==> src/rtl/my_fetch16_if.sv <==
// Bus between the fetch/issue unit and its surroundings: program-load port,
// start/stop control, the IR valid/ready handshake and status outputs.
interface my_fetch16_if #(
    parameter int ADDR_W = 4
);
    logic              pwEn;
    logic [ADDR_W-1:0] pwAddr;
    logic [15:0]       pwData;
    logic              start;
    logic              stop;
    logic [15:0]       ir;
    logic              irValid;
    logic              irReady;
    logic [ADDR_W-1:0] pc;
    logic              busy;
    logic              halted;
    logic [15:0]       issueCnt;

    // Driver side: loads the program, controls execution, consumes IR
    modport master (
        output pwEn, pwAddr, pwData, start, stop, irReady,
        input  ir, irValid, pc, busy, halted, issueCnt
    );

    // Fetch unit side
    modport slave (
        input  pwEn, pwAddr, pwData, start, stop, irReady,
        output ir, irValid, pc, busy, halted, issueCnt
    );
endinterface

==> src/rtl/my_fetch16.sv <==
// Instruction fetch/issue unit: small loadable program memory plus a PC,
// sequencing words onto IR under valid/ready. HALT (F0xx) and JMP (F1xx)
// are executed internally; other Fxxx words act as one-cycle NOPs.
module my_fetch16 #(
    parameter int PROG_DEPTH = 16,
    parameter int ADDR_W     = 4
) (
    input  logic          clk,
    input  logic          rst_n,
    my_fetch16_if.slave   fetch_if
);

    typedef enum logic [1:0] {
        IDLE,
        FETCH,
        ISSUE,
        DONE
    } state_e;

    state_e            state_q, state_d;
    logic [15:0]       mem [PROG_DEPTH];
    logic [ADDR_W-1:0] pc_q, pc_d;
    logic [15:0]       ir_q, ir_d;
    logic              irValid_q, irValid_d;
    logic [15:0]       issueCnt_q, issueCnt_d;

    logic              idleLike;
    logic              progWrite;
    logic [15:0]       fetchWord;

    assign idleLike  = (state_q == IDLE) || (state_q == DONE);
    assign progWrite = fetch_if.pwEn && idleLike;
    assign fetchWord = mem[pc_q];

    // Program memory write port; contents are deliberately not reset
    always_ff @(posedge clk) begin
        if (progWrite) begin
            mem[fetch_if.pwAddr] <= fetch_if.pwData;
        end
    end

    // State, PC, instruction register and issue counter
    always_ff @(posedge clk or negedge rst_n) begin
        if (!rst_n) begin
            state_q    <= IDLE;
            pc_q       <= '0;
            ir_q       <= '0;
            irValid_q  <= 1'b0;
            issueCnt_q <= '0;
        end else begin
            state_q    <= state_d;
            pc_q       <= pc_d;
            ir_q       <= ir_d;
            irValid_q  <= irValid_d;
            issueCnt_q <= issueCnt_d;
        end
    end

    // Next-state logic: STOP dominates, then per-state sequencing
    always_comb begin
        state_d    = state_q;
        pc_d       = pc_q;
        ir_d       = ir_q;
        irValid_d  = irValid_q;
        issueCnt_d = issueCnt_q;

        if (fetch_if.stop) begin
            state_d   = IDLE;
            irValid_d = 1'b0;
        end else begin
            case (state_q)
                IDLE, DONE: begin
                    if (fetch_if.start) begin
                        state_d    = FETCH;
                        pc_d       = '0;
                        issueCnt_d = '0;
                    end
                end
                FETCH: begin
                    ir_d      = fetchWord;
                    irValid_d = (fetchWord[15:12] != 4'hF);
                    state_d   = ISSUE;
                end
                ISSUE: begin
                    if (ir_q[15:12] != 4'hF) begin
                        if (fetch_if.irReady) begin
                            irValid_d = 1'b0;
                            pc_d      = pc_q + ADDR_W'(1);
                            state_d   = FETCH;
                            if (issueCnt_q != 16'hFFFF) begin
                                issueCnt_d = issueCnt_q + 16'd1;
                            end
                        end
                    end else if (ir_q[11:8] == 4'h0) begin
                        state_d = DONE;
                    end else if (ir_q[11:8] == 4'h1) begin
                        pc_d    = ir_q[ADDR_W-1:0];
                        state_d = FETCH;
                    end else begin
                        pc_d    = pc_q + ADDR_W'(1);
                        state_d = FETCH;
                    end
                end
                default: begin
                    state_d = IDLE;
                end
            endcase
        end
    end

    assign fetch_if.ir       = ir_q;
    assign fetch_if.irValid  = irValid_q;
    assign fetch_if.pc       = pc_q;
    assign fetch_if.busy     = (state_q == FETCH) || (state_q == ISSUE);
    assign fetch_if.halted   = (state_q == DONE);
    assign fetch_if.issueCnt = issueCnt_q;

endmodule

==> src/flat_wrapper.sv <==
// flat-port wrapper written by rule: the top's interface ports become plain ports
module my_fetch16_flat 
#(
    parameter int PROG_DEPTH = 16,
    parameter int ADDR_W     = 4
)
  (clk, rst_n, fetch_if_pwEn, fetch_if_pwAddr, fetch_if_pwData, fetch_if_start, fetch_if_stop, fetch_if_irReady, fetch_if_ir, fetch_if_irValid, fetch_if_pc, fetch_if_busy, fetch_if_halted, fetch_if_issueCnt);
  my_fetch16_if #(.ADDR_W(ADDR_W)) fetch_if_i ();
  input  logic clk;
  input  logic rst_n;
  input wire logic [$bits(fetch_if_i.pwEn)-1:0] fetch_if_pwEn;
  input wire logic [$bits(fetch_if_i.pwAddr)-1:0] fetch_if_pwAddr;
  input wire logic [$bits(fetch_if_i.pwData)-1:0] fetch_if_pwData;
  input wire logic [$bits(fetch_if_i.start)-1:0] fetch_if_start;
  input wire logic [$bits(fetch_if_i.stop)-1:0] fetch_if_stop;
  input wire logic [$bits(fetch_if_i.irReady)-1:0] fetch_if_irReady;
  output wire logic [$bits(fetch_if_i.ir)-1:0] fetch_if_ir;
  output wire logic [$bits(fetch_if_i.irValid)-1:0] fetch_if_irValid;
  output wire logic [$bits(fetch_if_i.pc)-1:0] fetch_if_pc;
  output wire logic [$bits(fetch_if_i.busy)-1:0] fetch_if_busy;
  output wire logic [$bits(fetch_if_i.halted)-1:0] fetch_if_halted;
  output wire logic [$bits(fetch_if_i.issueCnt)-1:0] fetch_if_issueCnt;
  assign fetch_if_i.pwEn = fetch_if_pwEn;
  assign fetch_if_i.pwAddr = fetch_if_pwAddr;
  assign fetch_if_i.pwData = fetch_if_pwData;
  assign fetch_if_i.start = fetch_if_start;
  assign fetch_if_i.stop = fetch_if_stop;
  assign fetch_if_i.irReady = fetch_if_irReady;
  assign fetch_if_ir = fetch_if_i.ir;
  assign fetch_if_irValid = fetch_if_i.irValid;
  assign fetch_if_pc = fetch_if_i.pc;
  assign fetch_if_busy = fetch_if_i.busy;
  assign fetch_if_halted = fetch_if_i.halted;
  assign fetch_if_issueCnt = fetch_if_i.issueCnt;
  my_fetch16 #(.PROG_DEPTH(PROG_DEPTH), .ADDR_W(ADDR_W)) u_core (.clk(clk), .rst_n(rst_n), .fetch_if(fetch_if_i));
endmodule
==> config.mk <==
export PLATFORM = sky130hd
export DESIGN_NAME = my_fetch16_flat
export DESIGN_NICKNAME = d
export VERILOG_FILES = /design/src/rtl/my_fetch16_if.sv /design/src/rtl/my_fetch16.sv /design/src/flat_wrapper.sv
export SDC_FILE = /design/constraint.sdc
export NUM_CORES = 1
export LEC_CHECK = 0
export ABC_AREA = 1
export CORE_ASPECT_RATIO = 0.9
export CORE_MARGIN = 4
export CORE_UTILIZATION = 45
export CTS_CLUSTER_DIAMETER = 120
export DETAILED_ROUTE_END_ITERATION = 16
export HOLD_SLACK_MARGIN = 0.12
export PLACE_DENSITY = 0.63
export RECOVER_POWER = 100
export SYNTH_ARGS = -nofsm -noshare
export SYNTH_HDL_FRONTEND = slang
export SYNTH_SLANG_ARGS = --single-unit
export TNS_END_PERCENT = 20
==> constraint.sdc <==
create_clock -name clk -period 2.2 [get_ports clk]
set_clock_uncertainty 0.1 [all_clocks]
set_input_delay 0.22 -clock clk [delete_from_list [all_inputs] [get_ports clk]]
set_output_delay 0.22 -clock clk [all_outputs]
set_load 0.05 [all_outputs]
==> impl_metrics.json, run 1 <==
{
  "post_synth_inst_count": 1099,
  "fillers": 2359,
  "rsz0062_at_grt": "true",
  "cts-buffers-inserted": 30,
  "routedLengthMet1_mm": 14.11,
  "critical_path_class": "reg2reg",
  "clk_transition_reported_paths_ps": 60,
  "place_inst": 1531,
  "antenna_found_initial": 0,
  "post_synth_instance_area_um2": 12400,
  "run_status": "finished, final reports clean",
  "holdWs_ps": 347.0,
  "vdd_ir_drop_max_v": 0.0006170,
  "clockRootBuffer": "clkbuf_16",
  "path_max_fanout": 12,
  "grt_total_usage_pct": 20.55,
  "timing.final.crit_period_ps": 2194,
  "place.gp.congestion": 0.8559,
  "tritoncts": "yes",
  "grt_start_max_net_pins": 65,
  "port_buffers": 64,
  "diodes": 0,
  "maximum_single_stage_delay_on_the_critical_path_ps": 400,
  "final_hold_viols": 0,
  "dieHeight_um": 165.5,
  "syn_area_per_cell_um2": 11.28,
  "synth_seq_area_share_pct": 69.87,
  "synth-seq-cells": 295,
  "path_common_cell": "inv_1",
  "via_count_of_the_first_global_routing_pass": 8081,
  "ys.warnings.count": 0,
  "final_layout_size_suffix_gt1_share_pct": 11.08,
  "first_iter_violations": 748,
  "design.final.nets": 1244,
  "maxSlewViolCount": 0,
  "detailedPlacementHpwl_mm": 20.68,
  "cellLeakagePower_nw": 5.558,
  "clock-sinks": 295,
  "post-layout-total-power_w": 0.01395,
  "final.period_utilization_pct": 99.73,
  "crit_buf_inv": 3,
  "insertion_delay_ps": 560,
  "place_ws_ps": 67.79,
  "drt_pre_antenna_iters": 7,
  "final-instance-count-excl-fill": 1590,
  "clock_tree.buffer_depth": 3,
  "route.detailed.vias_per_inst": 5.313,
  "setup_violators_final": 0,
  "start_util_pct": 45.75,
  "crit_path_end_kind": "register",
  "routed.top_layer": "met4",
  "holdCritPathClass": "in2reg",
  "tightestPinTransition_ps": 974.7,
  "grt_pass1_wl_mm": 47.91,
  "area.growth.synth_to_final_pct": 19.27,
  "drt.antenna.violating_nets": 0,
  "cts-htree-levels": 1,
  "timing.final.ws_setup_ps": 5.993,
  "worst_ep_arrival_time_ps": 2350,
  "max_cap_violations": 0,
  "layout.core_utilization_pct": 54.57,
  "detail_route.wirelength_mm": 31.40,
  "power_density_over_the_cells_nw_per_um2": 943.3,
  "placementRows": 57,
  "num_vias": 8447,
  "core_area_um2": 27100,
  "maxSlewHeadroom_pct": 34.81,
  "cpLargestDelayFamily": "simple AND/OR/NAND/NOR gates",
  "fmax_mhz": 455.8,
  "post_cts_setup_buffer_count": 0,
  "die_x_um": 183.0,
  "detail_route.wl_per_cell_um": 19.75,
  "io_pins": 65,
  "remaining_drc_errors": 0,
  "crit_required_ps": 2350,
  "syn_nets": 1131,
  "synthDistinctLibCells": 39,
  "critPathSlowestCell": "dfrtp_1",
  "dr_wl_met3_mm": 2.219,
  "met2_length_mm": 14.13,
  "path_cells": "inv_1 > ha_1 > nand2_1 > inv_1 > nand3_1 > nor2_2 > buf_4",
  "overflow_left_after_global_routing": 0,
  "startpoint_type_of_the_worst_setup_path": "register",
  "floorplan.die_area_um2": 30280
}
[sequential cells by signal, indices dropped and copies added, names as in the netlist]
| signal | cells |
|---|---|
| u_core.fetch_if.ir | 16 |
| u_core.fetch_if.irValid | 1 |
| u_core.fetch_if.issueCnt | 16 |
| u_core.fetch_if.pc | 4 |
| u_core.mem | 256 |
| u_core.state_q | 2 |
[Yosys cell counts]
master    instances  area [um^2]
nor2_1          117        439.2
nand3_1          45        225.2
inv_2             5        18.77
nor2_4            1        11.26
nor3_1            2        10.01
or2_1             2        12.51
a31oi_1           4        25.02
or2_0             1        6.260
o21ai_2           1        8.760
dfrtp_1          39        975.9
edfxtp_1        256         7687
a211oi_1         24        180.2
buf_1             1        3.750
nor2_2            2        12.51
nand3b_1          1        7.510
buf_4             5        37.54
o211ai_1          2        15.01
nand3_2           3        30.03
buf_6            10        112.6
inv_1            37        138.9
nor3_2            4        40.04
xnor2_1           1        8.760
o22ai_1          24        150.1
o21ai_1          17        85.08
buf_2            24        120.1
inv_4             1        6.260
clkbuf_1         11        41.29
o21ai_0          60        300.3
a31o_2            2        17.52
nand4_1           4        25.02
nor3b_2           1        12.51
nand2_2           1        6.260
ha_1              6        75.07
nand2_4           1        11.26
xor2_1           11        96.34
a21oi_1          31        155.2
nor4_1            1        6.260
o21bai_1          1        7.510
nand2_1         340         1276
[what timing repair did]
action                                  4_1_cts  5_1_grt
resized for setup                             5       10
endpoints found under the setup margin        5      137
hold endpoints to repair                     39        0
pin swaps                                     0        2
cloned                                        0        1
hold buffers                                  2        0
[cell type report]
| type | count | area, um^2 | area share, % |
|---|---|---|---|
| clock inverters | 13 | 197.7 | 1.337 |
| repair buffers | 131 | 1146 | 7.750 |
| inverters | 43 | 163.9 | 1.108 |
| well taps | 354 | 442.9 | 2.995 |
| flip-flops and latches | 295 | 8667 | 58.60 |
| clock buffers | 43 | 880.8 | 5.956 |
| multi-input cells | 711 | 3291 | 22.25 |
[placed cells by master, fill, tap and decap left out, types with 26 or more instances in the layout]
master	instances
edfxtp_1	256
a21oi_1	31
o21ai_0	62
dfrtp_1	38
clkbuf_1	28
buf_4	32
inv_1	37
nand3_1	45
nor2_1	108
nand2_1	341
dlygate4sd3_1	26
clkbuf_16	31
[worst min-delay path, stage by stage]
cell and delay [ps]:
clkdlybuf4s50_1 450, inv_1 130, o211ai_1 100, nand2_1 70
[metal layers]
layer  up-vias  GRT usage (%)
li1       4033              -
met1      4059          29.91
met2       297          31.94
met3        58          3.701
met4         0          6.093
met5         -              0
[power breakdown]
part	switching (W)	internal [W]
combinational	0.00148	0.000557
sequential	0.000149	0.00632
clock	0.00208	0.00336
total	0.00371	0.0102
[kinds of logic (layout without fill, tap and decap cells)]
group	count (synthesis)	count (layout)	synth area share [%]
AOI/OAI and AO/OA	166	166	7.619
xor gates and xnor gates	12	12	0.8476
buffers and inverters	94	230	3.865
DFF	295	295	69.87
and+or+nand+nor	526	527	17.19
adders and majority gates	6	6	0.6054
[path summary, 6_finish.rpt]
check	slack, ps	depth (start not counted)	end	start
worst min-delay path	350	4	u_core.fetch_if.irValid	fetch_if_stop
worst max register to register	6	7	u_core.mem[7][5]	u_core.state_q[0]
min in group asynchronous	520	3	u_core.fetch_if.pc[2]	rst_n
max in group asynchronous	170	3	u_core.fetch_if.pc[0]	rst_n
worst min register to register	380	2	u_core.fetch_if.ir[4]	u_core.fetch_if.ir[4]
worst max-delay path	6	7	u_core.mem[7][5]	u_core.state_q[0]
[per-stage QoR]
stage	setup TNS, ps	cell area (um^2)
floorplan	-4302	12400
global placement	0	13900
detailed placement	0	13900
CTS	0	14990
global route	-6579	14790
finish	0	14790
Power figures use the tool's default switching activity.
==> run 2, diff against run 1 <==
--- a/config.mk
+++ b/config.mk
@@ -12,6 +12,7 @@
 export CTS_CLUSTER_DIAMETER = 120
 export DETAILED_ROUTE_END_ITERATION = 16
 export HOLD_SLACK_MARGIN = 0.12
+export MAX_ROUTING_LAYER = met4
 export PLACE_DENSITY = 0.63
 export RECOVER_POWER = 100
 export SYNTH_ARGS = -nofsm -noshare
==> run 2 against run 1 <==
Core utilization is the same. Critical path depth is the same. Register-to-register slack about the same. Clock power barely moved. Cell count is the same. Global-route usage up 0.61 points. Power about the same. Clock-buffer cell count unchanged. Worst hold slack got worse by 2.3 ps. Maximum frequency rose by 0.37%. Critical endpoint is now u_core.mem[7][9]. Highest routed layer unchanged.
==> impl_metrics.json, run 2 (synthesized netlist as in run 1, its figures left out) <==
{
  "run_status": "finished, final reports clean",
  "detailedPlacementHpwl_mm": 20.68,
  "rsz0062_at_grt": "true",
  "worst_r2r_endpoint": "u_core.mem[7][9]",
  "area.growth.synth_to_final_pct": 19.27,
  "detail_route.wirelength_mm": 31.52,
  "place_inst": 1531,
  "first_iter_violations": 747,
  "worst-r2r-cell-count": 7,
  "grt_total_usage_pct": 21.16,
  "maxSlewHeadroom_pct": 35.03,
  "final_common_cell": "nand2_1",
  "holdCritPathClass": "in2reg",
  "critical_path.reg2reg.startpoint": "u_core.state_q[0]",
  "routedLengthMet1_mm": 14.09,
  "met2_length_mm": 14.21,
  "design.final.nets": 1244,
  "final.period_utilization_pct": 99.36,
  "via_count_of_the_first_global_routing_pass": 8082,
  "final_layout_size_suffix_gt1_share_pct": 11.08,
  "routed.top_layer": "met4",
  "worst_ep_arrival_time_ps": 2340,
  "tritoncts": "yes",
  "dr_wl_met3_mm": 2.254,
  "placementRows": 57,
  "start_util_pct": 45.75,
  "route.detailed.vias_per_inst": 5.319,
  "insertion_delay_ps": 560,
  "die_x_um": 183.0,
  "path_max_fanout": 12,
  "io_pins": 65,
  "antenna_found_initial": 0,
  "vdd_ir_drop_max_v": 0.0006161,
  "cts-htree-levels": 1,
  "post_cts_setup_buffer_count": 0,
  "critical_path_class": "reg2reg",
  "final_hold_viols": 0,
  "grt_start_max_net_pins": 65,
  "dieHeight_um": 165.5,
  "max_cap_violations": 0,
  "clockRootBuffer": "clkbuf_16",
  "largest_reg_flops": 256,
  "cellLeakagePower_nw": 5.558,
  "timing.final.crit_period_ps": 2186,
  "layout_common_cells": "nand2_1 (341), edfxtp_1 (256), nor2_1 (108)",
  "detailed_place.area_um2": 13900,
  "num_vias": 8458,
  "maxSlewViolCount": 0,
  "drt_pre_antenna_iters": 5,
  "final-instance-count-excl-fill": 1590,
  "worst_hold_path.num_cells": 4,
  "core_area_um2": 27100,
  "clock-sinks": 295,
  "floorplan.die_area_um2": 30280,
  "timing.hold.worst.start": "fetch_if_stop",
  "min_to": "u_core.fetch_if.irValid",
  "place.gp.congestion": 0.8695,
  "drt.antenna.violating_nets": 0,
  "port_buffers": 64,
  "cts-buffers-inserted": 30,
  "setup_violators_final": 0,
  "startpoint_type_of_the_worst_setup_path": "register",
  "reg_to_reg_setup_timing_slack_ps": 10,
  "fmax_mhz": 457.5,
  "grt_pass1_wl_mm": 47.92,
  "detail_route.wl_per_cell_um": 19.82,
  "stdcell_area_um2": 14790,
  "overflow_left_after_global_routing": 0,
  "diodes": 0,
  "regMostFlops": "u_core.mem",
  "clock_tree.buffer_depth": 3,
  "crit_required_ps": 2350,
  "remaining_drc_errors": 0,
  "clk_transition_reported_paths_ps": 60,
  "power_density_over_the_cells_nw_per_um2": 943.6,
  "crit_path_end_kind": "register",
  "tightestPinTransition_ps": 971.3
}
## run 2: final cells by class
type	count	area, um^2
Clock buffer	43	880.8
Tap cell	354	442.9
Inverter	43	163.9
Fill cell	2359	12310
Timing Repair Buffer	131	1146
Clock inverter	13	197.7
Sequential cell	295	8667
Multi-Input combinational cell	711	3291
## run 2: power by group
part	switching (W)	internal [W]	leakage, nW
Clock	0.00208	0.00336	0.535
Combinational	0.00148	0.000557	2.20
Sequential	0.000149	0.00632	2.82
Total	0.00371	0.0102	5.56
## run 2: repair_timing
action                                 CTS  global route
resized for setup                        5            10
pin swaps                                0             2
endpoints found under the hold margin   39             0
cloned                                   0             1
setup endpoints to repair                5           137
hold buffers                             2             0
## run 2: per-stage QoR
step | utilization, % | hold WS (ps) | setup TNS, ps | total power (W) | setup WS (ps)
5_1_grt | 54.57 | 371.7 | -6613 | 0.01446 | -73.38
2_1_floorplan | - | -175.6 | -4302 | 0.007834 | -33.61
3_5_place_dp | 51.29 | 113.1 | 0 | 0.008687 | 67.79
6_report | 54.57 | 344.7 | 0 | 0.01395 | 14.10
3_3_place_gp | 51.29 | 108.5 | 0 | 0.008663 | 98.03
4_1_cts | 55.32 | 176.1 | 0 | 0.01410 | 7.844
## run 2: worst max path at each step
stage	start	endpoint	slack (ps)	depth (start not counted)
finish	u_core.state_q[0]	u_core.mem[7][9]	10	7
global route	u_core.state_q[0]	u_core.mem[7][9]	-70	7
CTS	u_core.fetch_if.issueCnt[4]	fetch_if_issueCnt[4]	8	1
detailed placement	u_core.state_q[0]	u_core.mem[7][2]	70	7
global placement	u_core.state_q[0]	u_core.mem[3][5]	100	7
floorplan	u_core.state_q[0]	u_core.mem[11][0]	-30	6
## run 2: critical path, cell delays in order, from the launching register on
cell and delay, ps:
dfrtp_1 400, inv_1 80, ha_1 360, nand2_1 160, inv_1 120, nand3_1 230, nor2_2 200, buf_4 240
## run 2: routing by layer
metal,global-route usage (%),vias to the layer above
li1,-,4029
met2,32.01,300
met4,6.093,0
met1,30.11,4063
met5,-,-
met3,3.329,66
